==> config.mk <==
export PLATFORM = sky130hd
export DESIGN_NAME = match_detector_flat
export DESIGN_NICKNAME = d
export VERILOG_FILES = /design/src/rtl/match_detector_if.sv /design/src/rtl/match_detector.sv /design/src/flat_wrapper.sv
export SDC_FILE = /design/constraint.sdc
export NUM_CORES = 1
export LEC_CHECK = 0
export ABC_CLOCK_PERIOD_IN_PS = 7900
export BUFFER_PORTS_ARGS = -buffer_cell sky130_fd_sc_hd__buf_2
export CAP_MARGIN = 10
export CORE_ASPECT_RATIO = 1.5
export CORE_MARGIN = 8
export CORE_UTILIZATION = 55
export DETAILED_ROUTE_END_ITERATION = 7
export GPL_ROUTABILITY_DRIVEN = 0
export PLACE_DENSITY_LB_ADDON = 0.05
export SLEW_MARGIN = 30
export SYNTH_ARGS = -nofsm -noshare
export SYNTH_HDL_FRONTEND = slang
export SYNTH_SLANG_ARGS = --single-unit
==> constraint.sdc <==
create_clock -name clk -period 7.9 [get_ports clk]
set_clock_uncertainty 0.15 [all_clocks]
set_input_delay 0.79 -clock clk [delete_from_list [all_inputs] [get_ports clk]]
set_output_delay 0.79 -clock clk [all_outputs]
set_load 0.05 [all_outputs]
==> src/rtl/match_detector_if.sv <==
// Bus bundle for match_detector: target programming, arm/clear control and hit reporting.
// The master side drives compare inputs; the slave side (the detector) returns status.
interface match_detector_if #(
    parameter int unsigned WIDTH    = 16,
    parameter int unsigned CHANNELS = 4,
    parameter int unsigned CNT_W    = 8
);
    localparam int unsigned SEL_W = (CHANNELS > 1) ? $clog2(CHANNELS) : 1;

    logic [WIDTH-1:0]    value;
    logic                tgt_we;
    logic [SEL_W-1:0]    tgt_sel;
    logic [WIDTH-1:0]    tgt_data;
    logic                tgt_mode;
    logic [CHANNELS-1:0] ch_en;
    logic                arm;
    logic                clear;
    logic                armed;
    logic                hit;
    logic                hit_pulse;
    logic [SEL_W-1:0]    hit_ch;
    logic [CNT_W-1:0]    hit_cnt;

    modport master (
        output value, tgt_we, tgt_sel, tgt_data, tgt_mode, ch_en, arm, clear,
        input  armed, hit, hit_pulse, hit_ch, hit_cnt
    );

    modport slave (
        input  value, tgt_we, tgt_sel, tgt_data, tgt_mode, ch_en, arm, clear,
        output armed, hit, hit_pulse, hit_ch, hit_cnt
    );
endinterface

==> src/rtl/match_detector.sv <==
// Multi-channel registered value/target comparator with an arm/hit/clear FSM.
// Captures the lowest-index channel that hits, pulses once per hit, counts hits (saturating).
module match_detector #(
    parameter int unsigned WIDTH    = 16,
    parameter int unsigned CHANNELS = 4,
    parameter int unsigned CNT_W    = 8
) (
    input logic            clk,
    input logic            rst,
    match_detector_if.slave bus
);
    localparam int unsigned SEL_W = (CHANNELS > 1) ? $clog2(CHANNELS) : 1;

    typedef enum logic [1:0] {StIdle, StArmed, StHit} state_e;

    state_e              state_q;
    logic [WIDTH-1:0]    value_q;
    logic [WIDTH-1:0]    target_q [CHANNELS];
    logic [CHANNELS-1:0] mode_q;
    logic                hit_pulse_q;
    logic [SEL_W-1:0]    hit_ch_q;
    logic [CNT_W-1:0]    hit_cnt_q;

    logic [CHANNELS-1:0] match;
    logic                any_match;
    logic [SEL_W-1:0]    first_ch;

    // ch_en is deliberately used unregistered against the registered value.
    always_comb begin
        match    = '0;
        first_ch = '0;
        for (int i = 0; i < int'(CHANNELS); i++) begin
            match[i] = bus.ch_en[i] & (mode_q[i] ? (value_q >= target_q[i])
                                                 : (value_q == target_q[i]));
        end
        any_match = |match;
        for (int i = int'(CHANNELS) - 1; i >= 0; i--) begin
            if (match[i]) first_ch = SEL_W'(i);
        end
    end

    // Out-of-range tgt_sel never equals any channel index, so it writes nothing.
    always_ff @(posedge clk) begin
        if (rst) begin
            value_q <= '0;
            mode_q  <= '0;
            for (int i = 0; i < int'(CHANNELS); i++) target_q[i] <= '0;
        end else begin
            value_q <= bus.value;
            if (bus.tgt_we) begin
                for (int i = 0; i < int'(CHANNELS); i++) begin
                    if (bus.tgt_sel == SEL_W'(i)) begin
                        target_q[i] <= bus.tgt_data;
                        mode_q[i]   <= bus.tgt_mode;
                    end
                end
            end
        end
    end

    always_ff @(posedge clk) begin
        if (rst) begin
            state_q     <= StIdle;
            hit_pulse_q <= 1'b0;
            hit_ch_q    <= '0;
            hit_cnt_q   <= '0;
        end else begin
            hit_pulse_q <= 1'b0;
            if (bus.clear) begin
                state_q <= StIdle;
            end else begin
                case (state_q)
                    StIdle: begin
                        if (bus.arm) state_q <= StArmed;
                    end
                    StArmed: begin
                        if (any_match) begin
                            state_q     <= StHit;
                            hit_pulse_q <= 1'b1;
                            hit_ch_q    <= first_ch;
                            if (hit_cnt_q != '1) hit_cnt_q <= hit_cnt_q + 1'b1;
                        end
                    end
                    StHit:   state_q <= StHit;
                    default: state_q <= StIdle;
                endcase
            end
        end
    end

    assign bus.armed     = (state_q == StArmed);
    assign bus.hit       = (state_q == StHit);
    assign bus.hit_pulse = hit_pulse_q;
    assign bus.hit_ch    = hit_ch_q;
    assign bus.hit_cnt   = hit_cnt_q;
endmodule

==> src/flat_wrapper.sv <==
// flat-port wrapper written by rule: the top's interface ports become plain ports
module match_detector_flat 
#(
    parameter int unsigned WIDTH    = 16,
    parameter int unsigned CHANNELS = 4,
    parameter int unsigned CNT_W    = 8
)
  (clk, rst, bus_value, bus_tgt_we, bus_tgt_sel, bus_tgt_data, bus_tgt_mode, bus_ch_en, bus_arm, bus_clear, bus_armed, bus_hit, bus_hit_pulse, bus_hit_ch, bus_hit_cnt);
  match_detector_if #(.WIDTH(WIDTH), .CHANNELS(CHANNELS), .CNT_W(CNT_W)) bus_i ();
  input logic clk;
  input logic rst;
  input wire logic [$bits(bus_i.value)-1:0] bus_value;
  input wire logic [$bits(bus_i.tgt_we)-1:0] bus_tgt_we;
  input wire logic [$bits(bus_i.tgt_sel)-1:0] bus_tgt_sel;
  input wire logic [$bits(bus_i.tgt_data)-1:0] bus_tgt_data;
  input wire logic [$bits(bus_i.tgt_mode)-1:0] bus_tgt_mode;
  input wire logic [$bits(bus_i.ch_en)-1:0] bus_ch_en;
  input wire logic [$bits(bus_i.arm)-1:0] bus_arm;
  input wire logic [$bits(bus_i.clear)-1:0] bus_clear;
  output wire logic [$bits(bus_i.armed)-1:0] bus_armed;
  output wire logic [$bits(bus_i.hit)-1:0] bus_hit;
  output wire logic [$bits(bus_i.hit_pulse)-1:0] bus_hit_pulse;
  output wire logic [$bits(bus_i.hit_ch)-1:0] bus_hit_ch;
  output wire logic [$bits(bus_i.hit_cnt)-1:0] bus_hit_cnt;
  assign bus_i.value = bus_value;
  assign bus_i.tgt_we = bus_tgt_we;
  assign bus_i.tgt_sel = bus_tgt_sel;
  assign bus_i.tgt_data = bus_tgt_data;
  assign bus_i.tgt_mode = bus_tgt_mode;
  assign bus_i.ch_en = bus_ch_en;
  assign bus_i.arm = bus_arm;
  assign bus_i.clear = bus_clear;
  assign bus_armed = bus_i.armed;
  assign bus_hit = bus_i.hit;
  assign bus_hit_pulse = bus_i.hit_pulse;
  assign bus_hit_ch = bus_i.hit_ch;
  assign bus_hit_cnt = bus_i.hit_cnt;
  match_detector #(.WIDTH(WIDTH), .CHANNELS(CHANNELS), .CNT_W(CNT_W)) u_core (.clk(clk), .rst(rst), .bus(bus_i));
endmodule
==> summary.md <==
| Metric | Value |
|---|---|
| Fmax | between 300 and 400 MHz |
| Antenna Violating Nets Remaining | 0 |
| Largest net degree at the start of global routing | 37 |
| Crit start category | register |
| Max Cap Viol | 0 |
| Tightest Pin Transition | approximately 0.85 ns |
| Hold worst-path end | u_core.mode_q[0] |
| Synth warn | 0 |
| TritonCTS Sinks | 97 |
| Clk root buf | clkbuf_16 |
| Vias | about 3700 |
| Min-delay worst type | register to register |
| Dominant synthesized flop cell | edfxtp_1 |
| Switching part of the total | 26.0% |
| Instance count on the critical path | 9 |
| Final period util | 38.7% |
| Status | finished, final reports clean |
| Die Ht | approximately 140 um |
| Leakage | 2.70 nW |
| Vias in the first global route | 3887 |
| Combinational power share | between 10% and 20% |
| Number of I/O pins | between 50 and 60 |
| Cell area power density | approximately 190 mW/mm^2 |
| RR Endpoint | u_core.bus.hit_cnt[7] |
| Data arrival time of the worst path | ~3.2 ns |
| Final Hold Violating Endpoints | 0 |
| CTS max path bufs | 2 |
| Ant diodes | 0 |
| Area delta synth->final | 13.2% |
| Count of buffers from port buffering | between 50 and 60 |
| Top cell family by delay on the critical path | simple AND/OR/NAND/NOR gates |
| Setup TNS | 0 ns |
| Global route overflow | 0 |
| Yosys cell types | 44 |
| Syn_nets | 615 |
| CP Data Required Time | approximately 8.0 ns |
| Slowest-stage cell, CP | or4_1 |
| Routed WL | approximately 12000 um |
| Row cnt | 44 |
| Peak VDD IR | between 0.1 and 0.15 mV |
| Final Util | between 60% and 70% |
| Hold_sp | u_core.mode_q[0] |
| Initial antenna violation count | 0 |
| Worst Path Max Fanout | 9 |
| Die X | between 90 and 100 um |
| Post-cts resize count | 0 |
| WL/cell | roughly 17 um |
| DPL Wire Length | ~8900 um |
| Placed insts | 669 |
| Cts bufs inserted | 9 |
| Worst path bufs/invs | 0 |
| CP max stage delay | 0.58 ns |
| Mapped cell area | 0.00532 sq mm |
| Initial DRC count | between 150 and 200 |
| Net Switching | a little under 0.3 mW |
| Crit Path Class | register to register |
| First-pass GRT wire length | roughly 19000 um |
| Post-CTS setup buffer count | 0 |
| RSZ-0062 raised after global routing | false |
| Clock power frac | a little under two fifths |
| DR DRC count | 0 |
| Sequential element share of the synthesized area | 48.5% |
| Hold path depth | 2 |
| # hold bufs at CTS | 0 |
| Final setup viols | 0 |
| Post-synthesis async set-or-reset flop share | 0% |
| GRT Total Usage | around 19% |
| CTS tree | yes |
| Register-to-Register Path Depth | 9 |
| Total internal power | 0.845 mW |
| Core footprint | 0.00952 sq mm |
| Via/cell ratio | between 5 and 6 |
| Clock transition at the registers of the reported paths | 0.07 ns |
| Max-slew violation count | 0 |
| Post-Synthesis Cells | 503 |
| CP cell instances | ha_1, nand4_2, or4_1, a21o_1, a31oi_2, nor2_2, a31oi_4, nand4_1, mux2_1 |
| Die ar. | approximately 0.013 sq mm |
| CP endpoint kind | register |
| Pre-Repair DR Iteration Count | 4 |
| Htree depth | 3 |
| Final net count | ~680 |
| Post-synthesis register bit count | slightly below 100 |
| Min Hold Slack | around 0.34 ns |
| Post-route insts no fill | 685 |
| R2R setup slack | slightly below 5 ns |
| Max_slew headroom | between 40% and 50% |
| Ratio of cells with drive above 1 in the final layout | 15.6% |
| R2R Path Start | u_core.value_q[15] |
| Effective utilization at floorplan | a little under three fifths |
| Minimum clock period | between 3 and 4 ns |
| Sequential share of power | between 50 and 60% |
| EDFF count, synth | 64 |
| Worst-Skew Late Latency | between 0.3 and 0.4 ns |
| Avg Cell Area, Syn | about 11 sq um |
[state kept, by name, summed over array words and instances, names as in the netlist]
register,count
u_core.bus.hit_cnt,8
u_core.state_q,2
u_core.bus.hit_pulse,1
u_core.target_q,64
u_core.value_q,16
u_core.bus.hit_ch,2
u_core.mode_q,4
[layout make-up]
class,count,area [sq um]
Multi-Input combinational cell,324,2430
Timing Repair Buffer,59,303
Tap cell,115,144
Clock inverter,7,57.6
Fill cell,785,3500
Inverter,74,278
Clock buffer,9,225
Sequential cell,97,2580
[cell usage in the layout (no fill, tap or decap), types with 17 or more instances in the layout]
master | synthesis | layout
nand2_1 | 18 | 18
dfxtp_1 | 33 | 33
nor2b_1 | 25 | 25
ha_1 | 68 | 68
inv_1 | 74 | 74
a21oi_1 | 31 | 31
buf_2 | 0 | 56
edfxtp_1 | 64 | 64
and2_1 | 65 | 65
nand4_1 | 17 | 17
[cell usage after synthesis, types with 3 or more instances]
master    instances  area share [%]
nor2b_1          25             2.9
dfxtp_1          33              12
inv_1            74             5.2
ha_1             68              16
and3_1            5            0.59
and2_1           65             7.6
a21o_1            6            0.85
nor3_1            7            0.66
nand3_1           7            0.66
clkbuf_1          8            0.56
nand2_1          18             1.3
nor4_1            3            0.35
o21ai_0          11             1.0
a21oi_1          31             2.9
nand2b_1          3            0.35
mux2_1            3            0.63
a31o_2            4            0.66
nor2_1           17             1.2
edfxtp_1         64              36
o211ai_1          3            0.42
nand4_1          17             2.0
[routing by layer]
metal | vias to the layer above | GRT usage, % | part of all wire (%)
met2 | 90 | 35.1 | 53
met4 | 0 | 6.93 | 1.6
li1 | 1876 | - | -
met5 | - | 0 | 0
met1 | 1739 | 20.9 | 40
met3 | 14 | 4.15 | 5.7
[stage by stage]
stage          total power [mW]  area (sq um)  setup slack, ns
3_5_place_dp              0.734          5740             4.86
5_1_grt                    1.19          6020             4.71
2_1_floorplan             0.681          5320             5.19
3_3_place_gp              0.729          5740             4.87
4_1_cts                    1.15          6020             4.85
6_report                   1.14          6020             4.84
[worst max-delay path by stage]
stage	start	to	slack, ns
6_report	u_core.value_q[15]	u_core.bus.hit_cnt[7]	4.84
5_1_grt	u_core.value_q[15]	u_core.bus.hit_cnt[7]	4.71
4_1_cts	u_core.value_q[15]	u_core.bus.hit_cnt[7]	4.85
3_5_place_dp	u_core.target_q[0][15]	u_core.bus.hit_cnt[7]	4.86
3_3_place_gp	u_core.value_q[15]	u_core.bus.hit_cnt[5]	4.87
2_1_floorplan	u_core.value_q[15]	u_core.bus.hit_cnt[5]	5.19
[power groups by stage]
stage               Combinational [mW]  Sequential, mW  Clock [mW]
CTS                              0.139           0.585       0.426
floorplan                       0.0891           0.591           0
finish                           0.137           0.584       0.419
global route                     0.156           0.588       0.445
detailed placement               0.138           0.596           0
global placement                 0.134           0.595           0
[logic make-up after synthesis]
family | Yosys count | synth area share, %
adders and majority gates | 68 | 16.0
muxes | 5 | 1.01
and+or+nand+nor | 173 | 18.6
buffers and inverters | 82 | 5.79
DFF | 97 | 48.5
xor gates and xnor gates | 2 | 0.329
AOI/OAI and AO/OA | 76 | 9.71
[worst reg2reg max path, delay by kind of cell, from the launching register on]
family          cells  cell delay [ns]
compound gates      3             0.73
fa+ha+maj           1             0.36
mux                 1             0.32
flops               1             0.35
simple gates        4             1.05
Note: power is estimated with default switching activity, not from simulation.
